$ cat src/rtl/adder_serial_chunk.sv
// Multi-cycle adder/subtractor: processes CHUNK bits per clock, LSB chunk first,
// with a valid/ready handshake on the command and result sides.
module adder_serial_chunk #(
    parameter int unsigned WIDTH = 8,
    parameter int unsigned CHUNK = 2
) (
    input  logic             clk,
    input  logic             rst,
    input  logic             in_valid,
    output logic             in_ready,
    input  logic [WIDTH-1:0] a,
    input  logic [WIDTH-1:0] b,
    input  logic             cin,
    input  logic             sub,
    output logic             out_valid,
    input  logic             out_ready,
    output logic [WIDTH-1:0] sum,
    output logic             cout,
    output logic             ovf
);

    localparam int unsigned NumBeats = WIDTH / CHUNK;
    localparam int unsigned CntW     = (NumBeats > 1) ? $clog2(NumBeats) : 1;

    typedef enum logic [1:0] {StIdle, StBusy, StDone} state_e;

    state_e           state_q, state_d;
    logic [WIDTH-1:0] a_q, b_q, sum_q;
    logic             carry_q, cout_q, ovf_q;
    logic [CntW-1:0]  beat_q;
    logic [CHUNK:0]   chunk_res;
    logic             last_beat;
    logic             msb_carry_in;

    always_comb begin
        chunk_res = {1'b0, a_q[CHUNK-1:0]} + {1'b0, b_q[CHUNK-1:0]} + {{CHUNK{1'b0}}, carry_q};
        last_beat = (beat_q == CntW'(NumBeats - 1));
        // Operands are shifted down each beat, so on the last beat the MSB sits at CHUNK-1.
        msb_carry_in = a_q[CHUNK-1] ^ b_q[CHUNK-1] ^ chunk_res[CHUNK-1];
    end

    always_comb begin
        state_d = state_q;
        unique case (state_q)
            StIdle:  if (in_valid)  state_d = StBusy;
            StBusy:  if (last_beat) state_d = StDone;
            StDone:  if (out_ready) state_d = StIdle;
            default: state_d = StIdle;
        endcase
    end

    always_ff @(posedge clk or posedge rst) begin
        if (rst) begin
            state_q <= StIdle;
        end else begin
            state_q <= state_d;
        end
    end

    always_ff @(posedge clk or posedge rst) begin
        if (rst) begin
            a_q     <= '0;
            b_q     <= '0;
            sum_q   <= '0;
            carry_q <= 1'b0;
            cout_q  <= 1'b0;
            ovf_q   <= 1'b0;
            beat_q  <= '0;
        end else begin
            case (state_q)
                StIdle: begin
                    if (in_valid) begin
                        a_q     <= a;
                        b_q     <= sub ? ~b : b;
                        carry_q <= sub | cin;
                        beat_q  <= '0;
                        sum_q   <= '0;
                        cout_q  <= 1'b0;
                        ovf_q   <= 1'b0;
                    end
                end
                StBusy: begin
                    a_q     <= a_q >> CHUNK;
                    b_q     <= b_q >> CHUNK;
                    carry_q <= chunk_res[CHUNK];
                    beat_q  <= beat_q + 1'b1;
                    sum_q[int'(beat_q) * CHUNK +: CHUNK] <= chunk_res[CHUNK-1:0];
                    if (last_beat) begin
                        cout_q <= chunk_res[CHUNK];
                        ovf_q  <= msb_carry_in ^ chunk_res[CHUNK];
                    end
                end
                default: ;
            endcase
        end
    end

    assign in_ready  = (state_q == StIdle);
    assign out_valid = (state_q == StDone);
    assign sum       = sum_q;
    assign cout      = cout_q;
    assign ovf       = ovf_q;

endmodule

$ cat config.mk
export PLATFORM = sky130hd
export DESIGN_NAME = adder_serial_chunk
export DESIGN_NICKNAME = d
export VERILOG_FILES = /design/src/rtl/adder_serial_chunk.sv
export SDC_FILE = /design/constraint.sdc
export NUM_CORES = 1
export LEC_CHECK = 0
export CORE_ASPECT_RATIO = 1.1
export CORE_MARGIN = 4
export CORE_UTILIZATION = 45
export CTS_BUF_LIST = sky130_fd_sc_hd__clkbuf_8
export DETAILED_ROUTE_END_ITERATION = 8
export PLACE_DENSITY = 0.81
export SLEW_MARGIN = 20
export SYNTH_ARGS = -nofsm -noshare
export SYNTH_HDL_FRONTEND = slang
export SYNTH_SLANG_ARGS = --single-unit
$ cat constraint.sdc
create_clock -name clk -period 5.15 [get_ports clk]
set_input_delay 0.515 -clock clk [delete_from_list [all_inputs] [get_ports clk]]
set_output_delay 0.515 -clock clk [all_outputs]
set_load 0.01 [all_outputs]
==> results.sh, run 1 <==
export IMPL_power_switching_uw=442
export IMPL_layout_commonest_cell="clkdlybuf4s50_1"
export IMPL_die_x_um=66.1
export IMPL_grt_pass1_wl_mm=5.67
export IMPL_dp_worst_setup_slack_ns=2.71
export IMPL_setup_tns_ns=0
export IMPL_drive_gt1_share_pct=5.97
export IMPL_cts_buffers=5
export IMPL_floorplan_rows=22
export IMPL_clockBufferDepth=2
export IMPL_cts_tree="yes"
export IMPL_hp_class="flop to flop"
export IMPL_seq_area_frac_synth_pct=46.4
export IMPL_root_buffer="clkbuf_8"
export IMPL_core_area_um2=3440
export IMPL_grt_max_degree=32
export IMPL_htree_num_levels=2
export IMPL_synth_top_area_cell="dfrtp_1"
export IMPL_p_comb_share_pct=45.3
export IMPL_synth_cell_types=36
export IMPL_max_slew_margin_pct=41.1
export IMPL_cap_violations=0
export IMPL_peakVddDrop_mv=0.242
export IMPL_pwr_share_seq_pct=39.5
export IMPL_final_util_pct=60.9
export IMPL_clock_sinks=31
export IMPL_yosys_warnings=0
export IMPL_worstPathCellList="nand2b_1 > inv_1 > clkdlybuf4s50_1"
export IMPL_worst_pin_slew_ns=0.884
export IMPL_start_kind="flop"
export IMPL_synth_seq_cells=31
export IMPL_synthCells=170
export IMPL_postLayoutCellArea_um2=2100
export IMPL_fill_cells=283
export IMPL_whs_ns=0.482
export IMPL_n_antenna_cell=0
export IMPL_die_y_um=71.9
export IMPL_synth_top_family_by_area="compound AO/OA/AOI/OAI gates"
export IMPL_drt_iter0_markers=69
export IMPL_dieArea_um2=4750
export IMPL_grt_antenna_before_repair=0
export IMPL_grt_pass1_vias=1239
export IMPL_internal_power_uw=667
export IMPL_grt_remaining_overflow=0
export IMPL_track_usage_pct=15.5
export IMPL_hold_viol=0
export IMPL_powerDensity_nw_per_um2=529
export IMPL_cts_clk_slew_worst_paths_ns=0.06
export IMPL_area_delta_synth_final_pct=25.5
export IMPL_path_class="flop to output pin"
export IMPL_io_buffers=33
export IMPL_rsz0062_at_grt="false"
export IMPL_cp_num_buf_inv=2
export IMPL_drc=0
export IMPL_drt_first_pass_iters=4
export IMPL_drtAntennaViolNets=0
export IMPL_muxShareOfSynthArea_pct=0
export IMPL_routedWlPerCell_um=13.4
export IMPL_yosys_area_share_xor_xnor_pct=5.24
export IMPL_async_flop_share_pct=100
export IMPL_fin_crit_sh_pct=47.5
export IMPL_cpPeakStageDelay_ns=0.92
export IMPL_synth_top_cells_by_area="dfrtp_1, nand2_1, xnor2_1"
export IMPL_synth_compound_area_share_pct=19.0
export IMPL_required_ns=4.64
export IMPL_vias_per_cell=5.15
export IMPL_avgSynthCellArea_um2=9.83
export IMPL_vias=1283
export IMPL_dpl_hpwl_mm=2.33
export IMPL_synth_fp_nets=199
export IMPL_cp_end_kind="output pin"
export IMPL_final_nets=231
export IMPL_cpLargestDelayFamily="flip-flops"
export IMPL_timing_fmax_mhz=409
export IMPL_switching_share_pct=39.9
export IMPL_synth_edf_count=0
export IMPL_globalplace_congestion=0.896
export IMPL_worstPathArrival_ns=1.93
export IMPL_wl_mm=3.33
export IMPL_start_util_pct=48.5
export IMPL_final_max_slew_viol_count=0
export IMPL_hold_buffers=0
export IMPL_clock_power_share_pct=15.2
export IMPL_most_common_layout_cells="clkdlybuf4s50_1, dfrtp_1, nand2_1, inv_1, a21oi_1"
export IMPL_synthSimpleGateAreaFrac_pct=17.8
export IMPL_io_pins=34
export IMPL_outcome="complete, no violations"
export IMPL_dpl_cell_area_um2=2020
export IMPL_ctsResizeCount=0
export IMPL_postCtsSetupRepairBufs=0
export IMPL_min_period_ns=2.45
export IMPL_setup_slack_ns=2.70
export IMPL_synthFlopType="dfrtp_1"
export IMPL_final_setup_viol_count=0
export IMPL_finClkSkew_ns=0.00292
export IMPL_synth_top_area_share_pct=46.4
export IMPL_cp_max_fo=31
export IMPL_synth_fa_ha_area_share_pct=6.14
export IMPL_netlist_area_um2=1670
export IMPL_p_leak_uw=0.000904
export IMPL_cp_slowest_cell="dfrtp_1"
export IMPL_worstSkewPairLatency_ns=0.28
==> logic make-up (layout without fill, tap and decap cells) <==
family / count (synthesis) / count (layout)
fa+ha+maj: 7 / 7
simple gates: 57 / 57
flops: 31 / 31
compound gates: 44 / 44
xor+xnor: 10 / 10
buf+inv: 21 / 52
==> state kept, by name, summed over array words and instances, names as in the netlist <==
name and flops:
cout 1, sum 8, carry_q 1, state_q 2, b_q 8, ovf 1
a_q 8, beat_q 2
==> metal layers <==
metal / wire [um] / GRT usage (%)
met1: 1550 / 20.4
met2: 1520 / 24.4
met3: 214 / 4.64
met4: 43 / 4.74
met5: 0 / 0
==> path summary, 6_finish.rpt <==
kind                            start    endpoint  slack, ns  depth (start not counted)
min in group asynchronous         rst  state_q[1]       0.62                          3
max reg2reg                    a_q[0]      sum[7]       3.09                          6
min reg2reg                    a_q[3]      a_q[3]       0.48                          2
min                            a_q[3]      a_q[3]       0.48                          2
max in group asynchronous         rst      b_q[5]       4.25                          3
max                        state_q[0]   out_valid       2.70                          3
==> synth_stat cells, drive strengths merged (2+ instances only) <==
library cell and n:
dfrtp 31, clkbuf 3, nor2 4, o22ai 2, nand3b 2, fa 2, inv 12, o221ai 6
nand2b 3, ha 5, a21oi 12, nand2 27, o2bb2ai 3, nand3 4, xnor2 10, buf 6
and3b 5, o21ai 12, a22o 3, o31ai 2, nor2b 5
==> layout make-up <==
class	count	area, um^2	area share [%]
clock buffers	5	68.8	3.28
clock inverters	1	3.75	0.179
inverters	12	45.0	2.15
multi-input cells	118	805	38.4
flip-flops and latches	31	776	37.0
well taps	48	60.1	2.87
repair buffers	34	338	16.1
==> power groups by stage <==
stage	Sequential [uW]	Clock, uW	Combinational [uW]
floorplan	394	0	394
global placement	439	0	486
detailed placement	443	0	501
CTS	440	174	504
global route	455	184	561
finish	438	169	503
==> per-stage QoR <==
step	total power [uW]	std cells
floorplan	788	170
global placement	925	243
detailed placement	944	243
CTS	1120	249
global route	1200	249
finish	1110	249
==> worst min-delay path, stage by stage, from the launching register on <==
cell and delay, ns:
dfrtp_1 0.34, nand2_1 0.05, o21ai_0 0.06
(Power assumes the default switching activity.)
==> inputs of run 2 (changes only) <==
PLACE_DENSITY = 0.84   (was 0.81)
clock period = 2.2 ns   (was 5.15 ns; I/O delays follow)
==> results.sh, run 2 (synthesis gave the netlist of run 1 again) <==
export IMPL_start_kind="flop"
export IMPL_start_util_pct=48.5
export IMPL_hold_buffers=0
export IMPL_drtAntennaViolNets=0
export IMPL_pwr_share_seq_pct=37.6
export IMPL_root_buffer="clkbuf_8"
export IMPL_reg2reg_depth=6
export IMPL_vias=1319
export IMPL_peakVddDrop_mv=0.487
export IMPL_rr_endpoint="sum[7]"
export IMPL_clock_power_share_pct=14.8
export IMPL_die_x_um=66.1
export IMPL_core_area_um2=3440
export IMPL_dp_worst_setup_slack_ns=0.286
export IMPL_die_y_um=71.9
export IMPL_vias_per_cell=5.21
export IMPL_grt_pass1_vias=1358
export IMPL_io_buffers=33
export IMPL_final_setup_viol_count=0
export IMPL_path_class="flop to output pin"
export IMPL_globalplace_congestion=0.947
export IMPL_area_delta_synth_final_pct=27.3
export IMPL_outcome="complete, no violations"
export IMPL_grt_antenna_before_repair=0
export IMPL_ctsResizeCount=0
export IMPL_drive_gt1_share_pct=7.80
export IMPL_track_usage_pct=16.5
export IMPL_timing_fmax_mhz=510
export IMPL_final_nets=235
export IMPL_worst_pin_slew_ns=0.617
export IMPL_drt_first_pass_iters=4
export IMPL_cts_clk_slew_worst_paths_ns=0.06
export IMPL_whs_ns=0.308
export IMPL_p_leak_uw=0.000923
export IMPL_required_ns=1.98
export IMPL_cp_max_fo=20
export IMPL_rsz0062_at_grt="false"
export IMPL_floorplan_rows=22
export IMPL_grt_max_degree=32
export IMPL_cts_buffers=5
export IMPL_internal_power_uw=1590
export IMPL_worstSkewPairLatency_ns=0.28
export IMPL_dpl_hpwl_mm=2.56
export IMPL_min_period_ns=1.96
export IMPL_switching_share_pct=39.8
export IMPL_most_common_layout_cells="clkdlybuf4s50_1, dfrtp_1, nand2_1, inv_1, a21oi_1"
export IMPL_dieArea_um2=4750
export IMPL_clockBufferDepth=2
export IMPL_grt_remaining_overflow=0
export IMPL_htree_num_levels=2
export IMPL_cp_end_kind="output pin"
export IMPL_worstPathArrival_ns=1.74
export IMPL_routedWlPerCell_um=13.8
export IMPL_hold_viol=0
export IMPL_hp_class="primary input to asynchronous set/reset pin"
export IMPL_wl_mm=3.48
export IMPL_power_switching_uw=1050
export IMPL_layout_commonest_cell="clkdlybuf4s50_1"
export IMPL_cts_tree="yes"
export IMPL_setup_slack_ns=0.238
export IMPL_r2r_start="a_q[0]"
export IMPL_powerDensity_nw_per_um2=1240
export IMPL_postCtsSetupRepairBufs=0
export IMPL_regToRegSetupSlack_ns=0.24
export IMPL_n_antenna_cell=0
export IMPL_grt_pass1_wl_mm=6.08
export IMPL_io_pins=34
export IMPL_finClkSkew_ns=0.00518
export IMPL_drt_iter0_markers=102
export IMPL_clock_sinks=31
export IMPL_fin_crit_sh_pct=89.2
export IMPL_drc=0
export IMPL_p_comb_share_pct=47.6
export IMPL_final_max_slew_viol_count=0
export IMPL_setup_tns_ns=0
export IMPL_cap_violations=0
export IMPL_max_slew_margin_pct=58.9
run 2: worst max-delay path by stage:
| stage | startpoint | endpoint | slack (ns) | cells after the start |
|---|---|---|---|---|
| 4_1_cts | state_q[0] | out_valid | 0.23 | 3 |
| 5_1_grt | a_q[0] | sum[3] | 0.1 | 6 |
| 2_1_floorplan | a_q[0] | sum[7] | 0.38 | 6 |
| 6_report | state_q[0] | out_valid | 0.24 | 3 |
| 3_5_place_dp | a_q[0] | sum[7] | 0.29 | 6 |
| 3_3_place_gp | a_q[0] | sum[7] | 0.32 | 6 |
run 2: worst max-delay path, cell delays in order (launching register included):
cell and delay (ns):
dfrtp_1 0.60, nand2b_1 0.27, inv_1 0.07, clkdlybuf4s50_1 0.52
run 2: through the flow:
step	power, uW	std cells	cell area (um^2)	utilization (%)
4_1_cts	2650	253	2130	61.8
5_1_grt	2860	253	2130	61.8
3_5_place_dp	2250	247	2050	59.7
2_1_floorplan	1850	170	1670	-
3_3_place_gp	2210	247	2050	59.7
6_report	2640	253	2130	61.8
run 2: layout make-up:
type / instances / area, um^2
sequential: 31 / 776
multi-input combinational: 118 / 805
clock buffer: 5 / 68.8
tap: 48 / 60.1
fill: 298 / 1320
clock inverter: 1 / 3.75
timing repair buffer: 38 / 368
inverter: 12 / 45.0
run 2: layer usage:
metal  vias to the layer above  wire length [um]  GRT usage (%)
met4                         0                81           7.67
met5                         -                 0              0
li1                        654                 -              -
met1                       616              1580           21.4
met2                        38              1650           25.0
met3                        11               173           5.11
run 2: power by group through the flow:
| stage | sequential (uW) | clock [uW] | combinational [uW] |
|---|---|---|---|
| after floorplan | 923 | 0 | 923 |
| after global placement | 988 | 0 | 1230 |
| after detailed placement | 999 | 0 | 1250 |
| after CTS | 991 | 394 | 1260 |
| after global routing | 1020 | 428 | 1410 |
| final | 991 | 391 | 1260 |
==> inputs of run 3 (changes only) <==
DONT_BUFFER_PORTS = 1   (was not set)
PLACE_DENSITY = 0.72   (was 0.84)
==> results.sh, run 3 (synthesis gave the netlist of run 1 again) <==
export IMPL_outcome="complete, no violations"
export IMPL_grt_max_degree=21
export IMPL_drtAntennaViolNets=0
export IMPL_drt_iter0_markers=48
export IMPL_peakVddDrop_mv=0.508
export IMPL_floorplan_rows=22
export IMPL_start_util_pct=48.5
export IMPL_htree_num_levels=2
export IMPL_internal_power_uw=1480
export IMPL_grt_antenna_before_repair=0
export IMPL_groute_layer_met1_usage_pct=20.5
export IMPL_drt_first_pass_iters=4
export IMPL_track_usage_pct=17.2
export IMPL_grt_pass1_vias=1285
export IMPL_globalplace_congestion=0.901
export IMPL_cts_buffers=5
export IMPL_vias_per_cell=5.35
export IMPL_drc=0
export IMPL_power_switching_uw=1050
export IMPL_cp_end_kind="flop"
export IMPL_area_delta_synth_final_pct=9.06
export IMPL_p_leak_uw=0.000818
export IMPL_clock_sinks=31
export IMPL_dpl_hpwl_mm=2.61
export IMPL_wl_mm=3.50
export IMPL_dieArea_um2=4750
export IMPL_rsz0062_at_grt="false"
export IMPL_layout_commonest_cell="dfrtp_1"
export IMPL_met2_usage_pct=27.3
export IMPL_die_y_um=71.9
export IMPL_fin_crit_sh_pct=90.9
export IMPL_routedWlPerCell_um=15.6
export IMPL_whs_path_depth=1
export IMPL_path_class="flop to flop"
export IMPL_clockBufferDepth=2
export IMPL_busiest_layer="met2"
export IMPL_cts_clk_slew_worst_paths_ns=0.06
export IMPL_pwr_share_seq_pct=38.3
export IMPL_switching_share_pct=41.5
export IMPL_final_setup_viol_count=0
export IMPL_final_max_slew_viol_count=0
export IMPL_dpl_cell_area_um2=1730
export IMPL_hp_class="primary input to flop"
export IMPL_final_nets=204
export IMPL_core_area_um2=3440
export IMPL_final_util_pct=52.9
export IMPL_drive_gt1_share_pct=10.2
export IMPL_die_x_um=66.1
export IMPL_postLayoutCellArea_um2=1820
export IMPL_cap_violations=0
export IMPL_worst_pin_slew_ns=0.571
export IMPL_grt_remaining_overflow=0
export IMPL_max_slew_margin_pct=61.9
export IMPL_ctsResizeCount=0
export IMPL_cp_max_fo=3
export IMPL_vias=1199
export IMPL_timing_fmax_mhz=500
export IMPL_cts_tree="yes"
export IMPL_reg2reg_depth=6
export IMPL_io_pins=34
export IMPL_worstSkewPairLatency_ns=0.29
export IMPL_fill_cells=312
export IMPL_io_buffers=0
export IMPL_grt_pass1_wl_mm=6.06
export IMPL_finClkSkew_ns=0.00269
export IMPL_setup_tns_ns=0
export IMPL_worstPathArrival_ns=2.20
export IMPL_required_ns=2.41
export IMPL_whs_ns=0.0336
export IMPL_hold_viol=0
export IMPL_n_antenna_cell=0
export IMPL_grt_use_met3_pct=6.97
export IMPL_most_common_layout_cells="dfrtp_1, nand2_1, inv_1, a21oi_1"
export IMPL_powerDensity_nw_per_um2=1390
export IMPL_start_kind="flop"
export IMPL_root_buffer="clkbuf_8"
export IMPL_clock_power_share_pct=16.4
export IMPL_p_comb_share_pct=45.3
export IMPL_min_period_ns=2.00
run 3: timing repair:
action	CTS	global route
hold buffers	1	0
endpoints found under the hold margin	14	0
setup buffers	0	0
run 3: metal layers:
| metal | vias up | wire length (um) | share of wire [%] |
|---|---|---|---|
| li1 | 592 | - | - |
| met1 | 570 | 1550 | 44 |
| met2 | 30 | 1660 | 47 |
| met3 | 7 | 219 | 6.3 |
| met4 | 0 | 73 | 2.1 |
| met5 | - | 0 | 0 |
run 3: power by group through the flow:
stage               Sequential, uW  Clock [uW]  Combinational (uW)
global placement               968           0                1100
CTS                            972         433                1150
detailed placement             979           0                1150
global route                   997         458                1300
floorplan                      923           0                 923
finish                         968         415                1140
run 3: final cells by class:
| type | count | area (um^2) | area share, % |
|---|---|---|---|
| inverter | 12 | 45.0 | 2.47 |
| clock inverter | 3 | 12.5 | 0.687 |
| sequential | 31 | 776 | 42.6 |
| timing repair buffer | 7 | 55.1 | 3.02 |
| tap | 48 | 60.1 | 3.30 |
| clock buffer | 5 | 68.8 | 3.78 |
| multi-input combinational | 118 | 805 | 44.2 |
run 3: final timing paths:
path,start,end,slack [ns]
max reg2reg,a_q[0],sum[7],0.20
min in group asynchronous,rst,sum[5],0.41
min,out_ready,state_q[1],0.03
max in group asynchronous,rst,a_q[6],1.15
max,a_q[0],sum[7],0.20
min reg2reg,a_q[3],a_q[3],0.49
run 3: critical path, cell delays in order, from the launching register on:
cell       delay [ns]
dfrtp_1          0.40
fa_1             0.43
inv_1            0.08
fa_1             0.46
nor3b_1          0.27
nand3_1          0.11
o2bb2ai_1        0.18
run 3: metrics by stage:
step	setup WS, ns	total power (uW)	instances
after global placement	0.285	2070	215
after CTS	0.217	2550	224
final	0.201	2530	224
after detailed placement	0.217	2130	215
after global routing	0.0837	2750	224
after floorplan	0.382	1850	170
==> RTL edit, RTL diff (config.mk and constraints of run 3) <==
`CHUNK`: 2 -> 4.
--- a/src/rtl/adder_serial_chunk.sv
+++ b/src/rtl/adder_serial_chunk.sv
@@ -2,7 +2,7 @@
 // with a valid/ready handshake on the command and result sides.
 module adder_serial_chunk #(
     parameter int unsigned WIDTH = 8,
-    parameter int unsigned CHUNK = 2
+    parameter int unsigned CHUNK = 4
 ) (
     input  logic             clk,
     input  logic             rst,
Formal check against the unedited RTL: not equivalent (a bounded check fails within 4 cycles, from zero or initial values and one cycle with rst high).
==> RTL edit against run 3 <==
Synthesized area fell by 9.8%. Setup slack got worse by 0.12 ns. Total power is 4.7% lower. Via count decreased by 12%. Design area fell by 10%. Routed wire length shrank 9.7%. Non-clock buffer count shrank 3. Combinational power decreased by 16%. Synthesized cell count decreased by 16%. Sequential cell count decreased by 1. Largest cell class is now registers.
==> RTL edit: results (changes against run 3) <==
Outcome
  – Status: finished, final reports clean

Finish
  – Layout cell share with drive strength beyond 1: 10.3% (+0.047 points)
  – FILL cells: 290 (-7.1%)
  – Diode insertion count for antenna repair: 0 (unchanged)

Global route
  – GR Util All Layers: 16.6% (-0.67 points)
  – Largest net degree at the start of global routing: 31 (+48%)
  – Met3 demand-to-capacity share in global routing: 5.83% (-1.1 points)
  – Initial antenna violation count: 0 (unchanged)
  – Wire length of the first global-routing pass: 5.26 mm (-13%)
  – Grt met1 use: 19.9% (-0.66 points)
  – GR Layer Usage met2: 25.6% (-1.8 points)

Placed design
  – Number of cells after detailed placement: 171 (-20%)
  – Final HPWL DP: 2.30 mm (-12%)
  – Final weighted congestion in routability-driven placement: 0.800 (-11%)
  – Cell area after placement: 1530 sq um (-12%)

Routing
  – Post-detailed-route wirelength per cell: 17.6 um (+12%)
  – Drt first-iter violations: 43 (-10%)
  – DR vias/cell: 5.88 (+9.9%)
  – Total number of vias: 1059 (-12%)
  – First-pass iteration count of the detailed router: 4 (unchanged)

Logic synthesis
  – Synth area leaders: sky130_fd_sc_hd__dfrtp_1 (50%), sky130_fd_sc_hd__a22o_1 (7.6%), sky130_fd_sc_hd__xor2_1 (5.2%)
  – Number of distinct library cell variants in the gate-level netlist after synthesis: 26 (-28%)
  – Most used flip-flop cell after synthesis: sky130_fd_sc_hd__dfrtp_1
  – Sequential area share after synthesis: 49.8% (+3.4 points)
  – Syn Inst Count: 142 (-16%)
  – Commonest cells in the synthesized netlist: sky130_fd_sc_hd__dfrtp_1 (30), sky130_fd_sc_hd__nand2_1 (15), sky130_fd_sc_hd__o21ai_0 (14)

Worst setup path
  – Worst EP arrival: 2.30 ns (+0.10 ns)

Power
  – Combinational Power Share: 39.6% (-5.7 points)
  – Largest voltage drop on the vdd net: 0.519 mV (+2.2%)
  – Total power consumption of the routed design: 0.00241 W (-4.7%)
  – Internal Dissipation: 0.00146 W (-1.2%)
  – Power attributed to the clock group: 0.000456 W (+9.9%)
  – Lkg Pwr: 0.785 nW (-4.0%)

Clock network
  – Clock Latency Late Sink: 0.29 ns (about the same)

STA
  – Worst clock skew: 0.00552 ns (+0.00282 ns)
  – Actual transition at the worst max-transition pin: 0.648 ns (+0.0777 ns)
==> RTL edit: cell types whose count changed in the layout (fill, tap and decap cells not counted), moves of 5 or more <==
cell	before	now
sky130_fd_sc_hd__a21oi_1	12	6
sky130_fd_sc_hd__a22o_1	3	13
sky130_fd_sc_hd__a22oi_1	1	8
sky130_fd_sc_hd__and3b_1	5	0
sky130_fd_sc_hd__inv_1	14	5
sky130_fd_sc_hd__nand2_1	27	15
sky130_fd_sc_hd__o221ai_2	5	0
sky130_fd_sc_hd__xnor2_1	10	2
sky130_fd_sc_hd__xor2_1	0	9
==> RTL edit: through the flow <==
| stage | setup WS (ns) | utilization (%) |
|---|---|---|
| 4_1_cts | 0.0791 | 52.2 |
| 5_1_grt | 0.00468 | 52.2 |
| 2_1_floorplan | 0.177 | - |
| 6_report | 0.0824 | 52.2 |
| 3_3_place_gp | 0.116 | 48.9 |
| 3_5_place_dp | 0.0113 | 48.9 |
==> RTL edit: kinds of logic after synthesis <==
family | Yosys count | share of synthesized area (%)
simple gates | 34 | 11.7
compound gates | 50 | 23.0
buf+inv | 12 | 3.90
xor+xnor | 11 | 6.40
fa+ha+maj | 5 | 5.15
flops | 30 | 49.8
==> RTL edit: final timing paths <==
check                      cells after the start  slack [ns]    endpoint       from
setup / recovery                               6        0.08         ovf     a_q[0]
hold / removal                                 1        0.03  state_q[1]  out_ready
setup reg to reg                               6        0.08         ovf     a_q[0]
hold reg to reg                                2        0.49      b_q[3]     b_q[3]
max in group asynchronous                      3        1.49      b_q[5]        rst
min in group asynchronous                      3        0.44      sum[1]        rst
==> RTL edit: area by class of cell <==
cell class	count	area [sq um]	share of cell area (%)
clock inverters	2	8.76	0.536
repair buffers	4	32.5	1.99
well taps	34	42.5	2.61
flip-flops and latches	30	751	46.0
multi-input cells	100	701	42.9
inverters	4	15.0	0.920
clock buffers	6	82.6	5.06
==> RTL edit: critical path, stage by stage (launching register included) <==
cell and delay (ns):
sky130_fd_sc_hd__dfrtp_1 0.40, sky130_fd_sc_hd__fa_1 0.47, sky130_fd_sc_hd__fa_1 0.43, sky130_fd_sc_hd__a21o_1 0.21, sky130_fd_sc_hd__a21oi_2 0.21, sky130_fd_sc_hd__xor2_1 0.09, sky130_fd_sc_hd__a22o_1 0.19
==> RTL edit: per-layer routing <==
metal	part of all wire, %	up-vias
met5	0	-
met4	2.6	0
met3	8.4	7
met2	46	44
met1	43	503
li1	-	505
==> RTL edit: timing repair <==
action	in CTS	in global routing
endpoints found under the setup margin	1	0
hold buffers	1	0
gates resized for setup	1	0
buffers inserted	0	0
endpoints found under the hold margin	30	0
